[src/rtl/spi_master_ctrl_if.sv]
// ---------------------------------------------------------------------------
// spi_master_ctrl_if
//   Bundles the request handshake and the SPI pins of spi_master_ctrl.
//
//   Request side : req, rw, addr[6:0], wdata[7:0]   (host -> controller)
//   Status side  : busy, done, rdata[7:0]           (controller -> host)
//   SPI pins     : cs, sclk, mosi (out), miso (in)
//
//   modport master : the controller itself (it is the SPI master)
//   modport slave  : everything around it (host logic and the SPI device)
// ---------------------------------------------------------------------------
interface spi_master_ctrl_if;
  logic       req;
  logic       rw;
  logic [6:0] addr;
  logic [7:0] wdata;
  logic       busy;
  logic       done;
  logic [7:0] rdata;
  logic       cs;
  logic       sclk;
  logic       mosi;
  logic       miso;

  modport master (
    input  req, rw, addr, wdata, miso,
    output busy, done, rdata, cs, sclk, mosi
  );

  modport slave (
    output req, rw, addr, wdata, miso,
    input  busy, done, rdata, cs, sclk, mosi
  );
endinterface

[src/rtl/spi_master_ctrl.sv]
// ---------------------------------------------------------------------------
// spi_master_ctrl
//   Mode-0 SPI master issuing one command byte {addr, rw} followed, after a
//   turnaround with sclk parked low, by one data byte (wdata on writes,
//   zeros on reads while miso is captured into rdata).
//
//   Parameters
//     CLKDIV : clk cycles per sclk half-period (2..255)
//     TURN   : clk cycles between command and data byte (1..255)
//     GAP    : minimum clk cycles of cs high between transactions (1..255)
//
//   Ports
//     clk, reset : clock and synchronous active-high reset
//     bus        : spi_master_ctrl_if.master (request, status and SPI pins)
//
//   A transaction takes 34*CLKDIV+TURN cycles from acceptance to done and
//   GAP more cycles until busy drops.
// ---------------------------------------------------------------------------
module spi_master_ctrl #(
  parameter int CLKDIV = 4,
  parameter int TURN   = 8,
  parameter int GAP    = 4
) (
  input logic               clk,
  input logic               reset,
  spi_master_ctrl_if.master bus
);

  typedef enum logic [2:0] {
    S_IDLE,
    S_SETUP,
    S_CMD,
    S_TURN,
    S_DATA,
    S_HOLD,
    S_GAP
  } state_t;

  localparam logic [7:0] DIV_LAST  = 8'(CLKDIV - 1);
  localparam logic [7:0] TURN_LAST = 8'(TURN - 1);
  localparam logic [7:0] GAP_LAST  = 8'(GAP - 1);

  state_t     state;
  logic [7:0] cnt;       // divider in SETUP/CMD/DATA/HOLD, wait counter in TURN/GAP
  logic [3:0] bit_cnt;   // bit index within the current byte
  logic       rw_q;
  logic [7:0] wdata_q;
  logic [7:0] tx_sr;     // bits still to be presented on mosi, MSB next
  logic [7:0] rx_sr;

  logic       cs_r;
  logic       sclk_r;
  logic       mosi_r;
  logic       busy_r;
  logic       done_r;
  logic [7:0] rdata_r;

  logic       half_end;
  assign half_end = (cnt == DIV_LAST);

  always_ff @(posedge clk) begin
    if (reset) begin
      state   <= S_IDLE;
      cnt     <= '0;
      bit_cnt <= '0;
      cs_r    <= 1'b1;
      sclk_r  <= 1'b0;
      mosi_r  <= 1'b0;
      busy_r  <= 1'b0;
      done_r  <= 1'b0;
      rdata_r <= '0;
    end else begin
      done_r <= 1'b0;
      case (state)
        S_IDLE: begin
          if (bus.req) begin
            rw_q    <= bus.rw;
            wdata_q <= bus.wdata;
            // Command byte is {addr, rw}: its MSB goes out now, the rest is queued.
            mosi_r  <= bus.addr[6];
            tx_sr   <= {bus.addr[5:0], bus.rw, 1'b0};
            busy_r  <= 1'b1;
            cs_r    <= 1'b0;
            cnt     <= '0;
            state   <= S_SETUP;
          end
        end

        S_SETUP: begin
          if (half_end) begin
            cnt     <= '0;
            bit_cnt <= '0;
            sclk_r  <= 1'b1;
            state   <= S_CMD;
          end else begin
            cnt <= cnt + 8'd1;
          end
        end

        S_CMD, S_DATA: begin
          if (!half_end) begin
            cnt <= cnt + 8'd1;
          end else begin
            cnt <= '0;
            if (sclk_r) begin
              // End of the high half: capture miso, drop sclk and present the
              // next bit. The last bit of a byte stays on mosi until phase exit.
              sclk_r <= 1'b0;
              rx_sr  <= {rx_sr[6:0], bus.miso};
              if (bit_cnt != 4'd7) begin
                mosi_r <= tx_sr[7];
                tx_sr  <= {tx_sr[6:0], 1'b0};
              end
            end else if (bit_cnt == 4'd7) begin
              // Byte finished: sclk stays low into the next phase, no extra pulse.
              bit_cnt <= '0;
              mosi_r  <= 1'b0;
              state   <= (state == S_CMD) ? S_TURN : S_HOLD;
            end else begin
              bit_cnt <= bit_cnt + 4'd1;
              sclk_r  <= 1'b1;
            end
          end
        end

        S_TURN: begin
          if (cnt == TURN_LAST) begin
            cnt     <= '0;
            bit_cnt <= '0;
            sclk_r  <= 1'b1;
            mosi_r  <= rw_q ? 1'b0 : wdata_q[7];
            tx_sr   <= rw_q ? 8'h00 : {wdata_q[6:0], 1'b0};
            state   <= S_DATA;
          end else begin
            cnt <= cnt + 8'd1;
          end
        end

        S_HOLD: begin
          if (half_end) begin
            cnt    <= '0;
            cs_r   <= 1'b1;
            done_r <= 1'b1;
            if (rw_q) begin
              rdata_r <= rx_sr;
            end
            state  <= S_GAP;
          end else begin
            cnt <= cnt + 8'd1;
          end
        end

        S_GAP: begin
          if (cnt == GAP_LAST) begin
            cnt    <= '0;
            busy_r <= 1'b0;
            state  <= S_IDLE;
          end else begin
            cnt <= cnt + 8'd1;
          end
        end

        default: begin
          state <= S_IDLE;
        end
      endcase
    end
  end

  assign bus.cs    = cs_r;
  assign bus.sclk  = sclk_r;
  assign bus.mosi  = mosi_r;
  assign bus.busy  = busy_r;
  assign bus.done  = done_r;
  assign bus.rdata = rdata_r;

endmodule

[src/flat_wrapper.sv]
// flat-port wrapper written by rule: the top's interface ports become plain ports
module spi_master_ctrl_flat 
#(
  parameter int CLKDIV = 4,
  parameter int TURN   = 8,
  parameter int GAP    = 4
)
  (clk, reset, bus_req, bus_rw, bus_addr, bus_wdata, bus_miso, bus_busy, bus_done, bus_rdata, bus_cs, bus_sclk, bus_mosi);
  spi_master_ctrl_if bus_i ();
  input logic clk;
  input logic reset;
  input wire logic [$bits(bus_i.req)-1:0] bus_req;
  input wire logic [$bits(bus_i.rw)-1:0] bus_rw;
  input wire logic [$bits(bus_i.addr)-1:0] bus_addr;
  input wire logic [$bits(bus_i.wdata)-1:0] bus_wdata;
  input wire logic [$bits(bus_i.miso)-1:0] bus_miso;
  output wire logic [$bits(bus_i.busy)-1:0] bus_busy;
  output wire logic [$bits(bus_i.done)-1:0] bus_done;
  output wire logic [$bits(bus_i.rdata)-1:0] bus_rdata;
  output wire logic [$bits(bus_i.cs)-1:0] bus_cs;
  output wire logic [$bits(bus_i.sclk)-1:0] bus_sclk;
  output wire logic [$bits(bus_i.mosi)-1:0] bus_mosi;
  assign bus_i.req = bus_req;
  assign bus_i.rw = bus_rw;
  assign bus_i.addr = bus_addr;
  assign bus_i.wdata = bus_wdata;
  assign bus_i.miso = bus_miso;
  assign bus_busy = bus_i.busy;
  assign bus_done = bus_i.done;
  assign bus_rdata = bus_i.rdata;
  assign bus_cs = bus_i.cs;
  assign bus_sclk = bus_i.sclk;
  assign bus_mosi = bus_i.mosi;
  spi_master_ctrl #(.CLKDIV(CLKDIV), .TURN(TURN), .GAP(GAP)) u_core (.clk(clk), .reset(reset), .bus(bus_i));
endmodule
[config.mk]
export PLATFORM = sky130hd
export DESIGN_NAME = spi_master_ctrl_flat
export DESIGN_NICKNAME = d
export VERILOG_FILES = /design/src/rtl/spi_master_ctrl_if.sv /design/src/rtl/spi_master_ctrl.sv /design/src/flat_wrapper.sv
export SDC_FILE = /design/constraint.sdc
export NUM_CORES = 1
export LEC_CHECK = 0
export ABC_CLOCK_PERIOD_IN_PS = 7240
export CORE_ASPECT_RATIO = 0.9
export CORE_MARGIN = 1
export CORE_UTILIZATION = 58
export DETAILED_ROUTE_END_ITERATION = 8
export PLACE_DENSITY = 0.84
export SKIP_LAST_GASP = 1
export SYNTH_ARGS = -nofsm -noshare
export SYNTH_HDL_FRONTEND = slang
export SYNTH_SLANG_ARGS = --single-unit
[constraint.sdc]
create_clock -name clk -period 7.24 [get_ports clk]
set_clock_uncertainty 0.15 [all_clocks]
set_input_delay 1.086 -clock clk [delete_from_list [all_inputs] [get_ports clk]]
set_output_delay 1.086 -clock clk [all_outputs]
set_load 0.02 [all_outputs]
# Word-level counts from Yosys, hierarchy flattened
# Cells that the tools add are included.
# op_classes
addsub	2
n_eq_ne	22
n_mux	47
bitwise	2
reduce_logical	20
# ops
cell	n
two-way mux 8 bit	9
one-hot mux 8 bit (3 select lines)	2
two-way mux 3 bit	9
two-way mux 4 bit	5
one-hot mux 3 bit (6 select lines)	1
two-way mux 1 bit	16
inequality test 2 x 1 -> 1 bit, second input constant	8
one-hot mux 4 bit (3 select lines)	1
AND reduction 3 bit	4
equality test 3 bit, second input constant	3
nonzero test 3 bit	3
adder 8 x 1 -> 8 bit, second input constant	1
equality test 8 x 2 -> 1 bit, second input constant	1
equality test 8 x 3 -> 1 bit, second input constant	1
AND reduction 4 bit	2
AND reduction 8 bit	1
AND reduction 7 bit	1
equality test 3 x 2 -> 1 bit, second input constant	2
one-hot mux 1 bit (3 select lines)	2
AND reduction 6 bit	1
AND reduction 5 bit	1
OR reduction 5 bit	1
adder 4 x 1 -> 4 bit, second input constant	1
equality test 4 x 3 -> 1 bit, second input constant	1
11 further kinds	16
# totals
register_bits	53
inputBits	20

# Logic depth before layout (Yosys ltp)
# depth
word_depth	6
depth_mapped	8
depth_no_buf	6

# Worst setup path before layout
# Ideal clock, no wire load.
# synth_timing
path_type	input-to-reg
start	input port reset
end	register u_core.rx_sr[0], enable pin
t_arrival_ps	2042
setup_slack_ps	4654
cell_stages	2
n_path_buf	0
cell_sequence	nand2b_1 > nor4_1
# synth_via
elab_chain_len	2
# synth_rtl
item	line	source
start: declaration	flat_wrapper.sv:11	input logic reset;
inverter 1 bit (no line)	--	
AND reduction 4 bit (no line)	--	
end signal: assignment	spi_master_ctrl.sv:109	rx_sr <= {rx_sr[6:0], bus.miso};
end: declaration	spi_master_ctrl.sv:49	logic [7:0] rx_sr;
# No other way between the ends.
# A chain may end at the register's enable or synchronous reset.

# Worst setup path in the final report
# layout_timing
start	register u_core.sclk_r, in the netlist u_core.bus.sclk
end	output port bus_sclk
# layout_lines
item	line	source
start: declaration	spi_master_ctrl.sv:52	logic sclk_r;
start signal: assignment	spi_master_ctrl.sv:67	sclk_r <= 1'b0;
start signal: assignment	spi_master_ctrl.sv:93	sclk_r <= 1'b1;
start signal: assignment	spi_master_ctrl.sv:108	sclk_r <= 1'b0;
end: declaration	flat_wrapper.sv:21	output wire logic [$bits(bus_i.sclk)-1:0] bus_sclk;
# No word-level cell between the ends.

==> results.py <==
metrics = {
    "cts": {
        "tritoncts": "done",
        "cts_max_level": 2,
        "ctsResizeCount": 0,
        "holdBufCountCts": 0,
        "clk_pin_slew_ps": 90,
        "cts_buffer_depth": 2,
        "cts_sinks": 52,
        "cts-root-buf": "clkbuf_8",
        "numCtsBuffers": 5,
        "insertion_delay_ps": 320,
        "postCtsSetupRepairBufs": 0,
    },
    "layout": {
        "instances_no_fill": 296,
        "layout_commonest_cell": "clkdlybuf4s50_1",
        "nets": 271,
        "mostFrequentLayoutCells": "32 x clkdlybuf4s50_1, 28 x dfxtp_1, 24 x edfxtp_1, 21 x nand2_1, 19 x nor2_1",
        "drive_above_1_share_pct": 7.600,
        "antenna_cells": 0,
        "final_util_pct": 73.37,
        "fill_cells": 247,
        "syn2layout_area_growth_pct": 17.64,
    },
    "routing": {
        "via_count": 1762,
        "wire_per_inst_microns": 15.54,
        "drc_errors": 0,
        "dr.pass1.iters": 5,
        "initialDrtViolationCount": 176,
        "drtAntennaViolNets": 0,
        "finalWirelength_mm": 4.601,
        "routed_via_density": 5.953,
    },
    "sta": {
        "tns_ps": 0,
        "finalMaxSlewViolations": 0,
        "finalSetupViolations": 0,
        "hold_violations": 0,
        "period_share_pct": 36.85,
        "min_period_ps": 2668,
        "slew_headroom_pct": 49.65,
        "rsz0062_at_grt": "false",
        "tightest_slew_ps": 749.4,
        "max_freq_mhz": 374.8,
    },
    "logic_synthesis": {
        "synth-seq-cells": 52,
        "yosysUniqueCellTypes": 51,
        "ys_warn_count": 0,
        "synth_edf_count": 24,
        "seq_area_frac_synth_pct": 53.92,
        "syn_inst": 223,
        "synth_area_sq_um": 2376,
        "ys_async_sr_fraction_pct": 0,
        "synth_nets": 245,
        "syn_avg_cell_area_sq_um": 10.65,
        "synthFlopType": "dfxtp_1",
    },
    "floorplanning": {
        "die_area_sq_um": 4357,
        "start_util_pct": 62.36,
        "ios": 33,
        "num_rows": 21,
        "die_width_microns": 69.47,
        "core_area_sq_um": 3810,
        "die-height_microns": 62.72,
    },
    "placed_design": {
        "gp_congestion": 0.8073,
        "io_buffers": 32,
        "post-dp-hpwl_mm": 3.198,
        "placedCellCount": 288,
    },
    "grt": {
        "antenna_found_initial": 0,
        "grt_max_degree": 32,
        "grt_overflow_total": 0,
        "grt_first_pass_wirelength_mm": 7.721,
        "grt_pass1_vias": 1707,
        "grt_usage_pct": 22.92,
    },
    "run_status": {
        "status": "finished, final reports clean",
    },
    "setup_path": {
        "required_ps": 6000,
        "crit_path_top_delay_cell": "clkdlybuf4s50_1",
        "critical_path_class": "register to primary output",
        "crit_family": "buffers and inverters",
        "worst-path-buf-inv": 1,
        "reg2reg_depth": 5,
        "cp-end-kind": "primary output",
        "crit_path_max_fanout": 8,
        "crit_chain": "clkdlybuf4s50_1",
        "cp-start-kind": "register",
        "slowest_delay_ps": 650,
        "cp.depth": 1,
        "crit_arrival_ps": 1430,
    },
    "pwr": {
        "switching_share_pct": 28.48,
        "p_comb_share_pct": 18.7,
        "p_sw_mw": 0.1883,
        "p_clk_share_pct": 28.8,
        "powerDensity_nw_per_um2": 236.6,
        "internal_power_mw": 0.4730,
        "sequentialPowerShare_pct": 52.5,
        "max-vdd-ir-drop_uv": 164.6,
        "leakage_nw": 1.012,
    },
    "hold_path": {
        "hold_path_depth": 0,
        "hp-class": "register to register",
    },
    "flow_run": {
        "cap_violations": 0,
    },
}
power groups by stage:
stage / registers [mW] / logic (mW) / clock network (mW)
after floorplan: 0.345 / 0.102 / 0
after global placement: 0.353 / 0.119 / 0
after detailed placement: 0.354 / 0.123 / 0
after CTS: 0.347 / 0.124 / 0.192
after global routing: 0.351 / 0.138 / 0.208
final: 0.347 / 0.124 / 0.190
per-layer routing:
| metal | global-route usage, % | share of wire (%) | vias to the layer above |
|---|---|---|---|
| li1 | - | - | 876 |
| met1 | 30.02 | 45 | 809 |
| met3 | 5.968 | 6.3 | 13 |
| met4 | 10.97 | 2.3 | 0 |
| met2 | 35.56 | 46 | 64 |
| met5 | 0 | 0 | - |
cells by family (layout without fill, tap and decap cells):
logic type,Yosys count,in the layout,share of synthesized area (%)
buffers and inverters,17,44,3.844
DFF,52,52,53.92
AOI/OAI and AO/OA,51,51,14.96
muxes,11,11,4.687
and+or+nand+nor,87,87,20.12
adders and majority gates,2,2,1.053
xor gates and xnor gates,3,3,1.422
flip-flops by register name (all words and copies together) (netlist names):
signal / count
u_core.bus.done: 1
u_core.cnt: 8
u_core.bus.rdata: 8
u_core.rx_sr: 8
u_core.bus.sclk: 1
u_core.state: 3
u_core.rw_q: 1
u_core.bus.busy: 1
u_core.bit_cnt: 4
u_core.bus.mosi: 1
u_core.bus.cs: 1
u_core.wdata_q: 8
u_core.tx_sr: 7
synthesized netlist by cell type (2+ instances only):
library cell  count  area (sq um)
nand2b_1          9         56.30
a311oi_1          6         52.55
a21oi_1          15         75.07
buf_6             2         22.52
a211oi_1          2         15.01
dfxtp_1          28         560.5
or3_1             3         18.77
buf_2             7         35.03
edfxtp_1         24         720.7
nor2b_1           2         12.51
inv_1             2         7.510
clkbuf_1          5         18.77
nor2_1           19         71.32
and2_1            4         25.02
ha_1              2         25.02
nand3b_1          2         15.01
a22oi_1           7         52.55
mux2i_1          10         100.1
a41oi_1           2         17.52
nor4_1            5         31.28
and3_1            3         18.77
o21ai_0           5         25.02
nor3_1            4         20.02
o211ai_1          3         22.52
nand3_1           6         30.03
nand2_1          21         78.83
path summary, 6_finish.rpt:
path / startpoint / end / slack [ps]
max: u_core.bus.sclk$_SDFFE_PP0P_ / bus_sclk / 4570
max reg2reg: u_core.state[1]$_SDFFE_PP0P_ / u_core.cnt[6]$_SDFFE_PP0P_ / 4910
min: u_core.rx_sr[6]$_DFFE_PP_ / u_core.rx_sr[7]$_DFFE_PP_ / 320
min reg2reg: u_core.rx_sr[6]$_DFFE_PP_ / u_core.rx_sr[7]$_DFFE_PP_ / 320
final cells by class:
class	instances	area [sq um]	area share, %
Inverter	2	7.507	0.2686
Sequential cell	52	1281	45.84
Clock inverter	2	16.27	0.5819
Timing Repair Buffer	34	335.3	12.00
Multi-Input combinational cell	154	1003	35.90
Tap cell	46	57.56	2.059
Clock buffer	6	93.84	3.357
stage by stage:
stage                     setup WS, ps  hold WS, ps  instance area, sq um  power [mW]
after floorplan                   4654        275.7                  2376      0.4469
after global placement            4406        289.4                  2685      0.4720
after detailed placement          4369        295.7                  2685      0.4768
after CTS                         4563        324.4                  2795      0.6627
after global routing              4488        332.6                  2795      0.6961
final                             4572        319.7                  2795      0.6613
(Power assumes the default switching activity.)
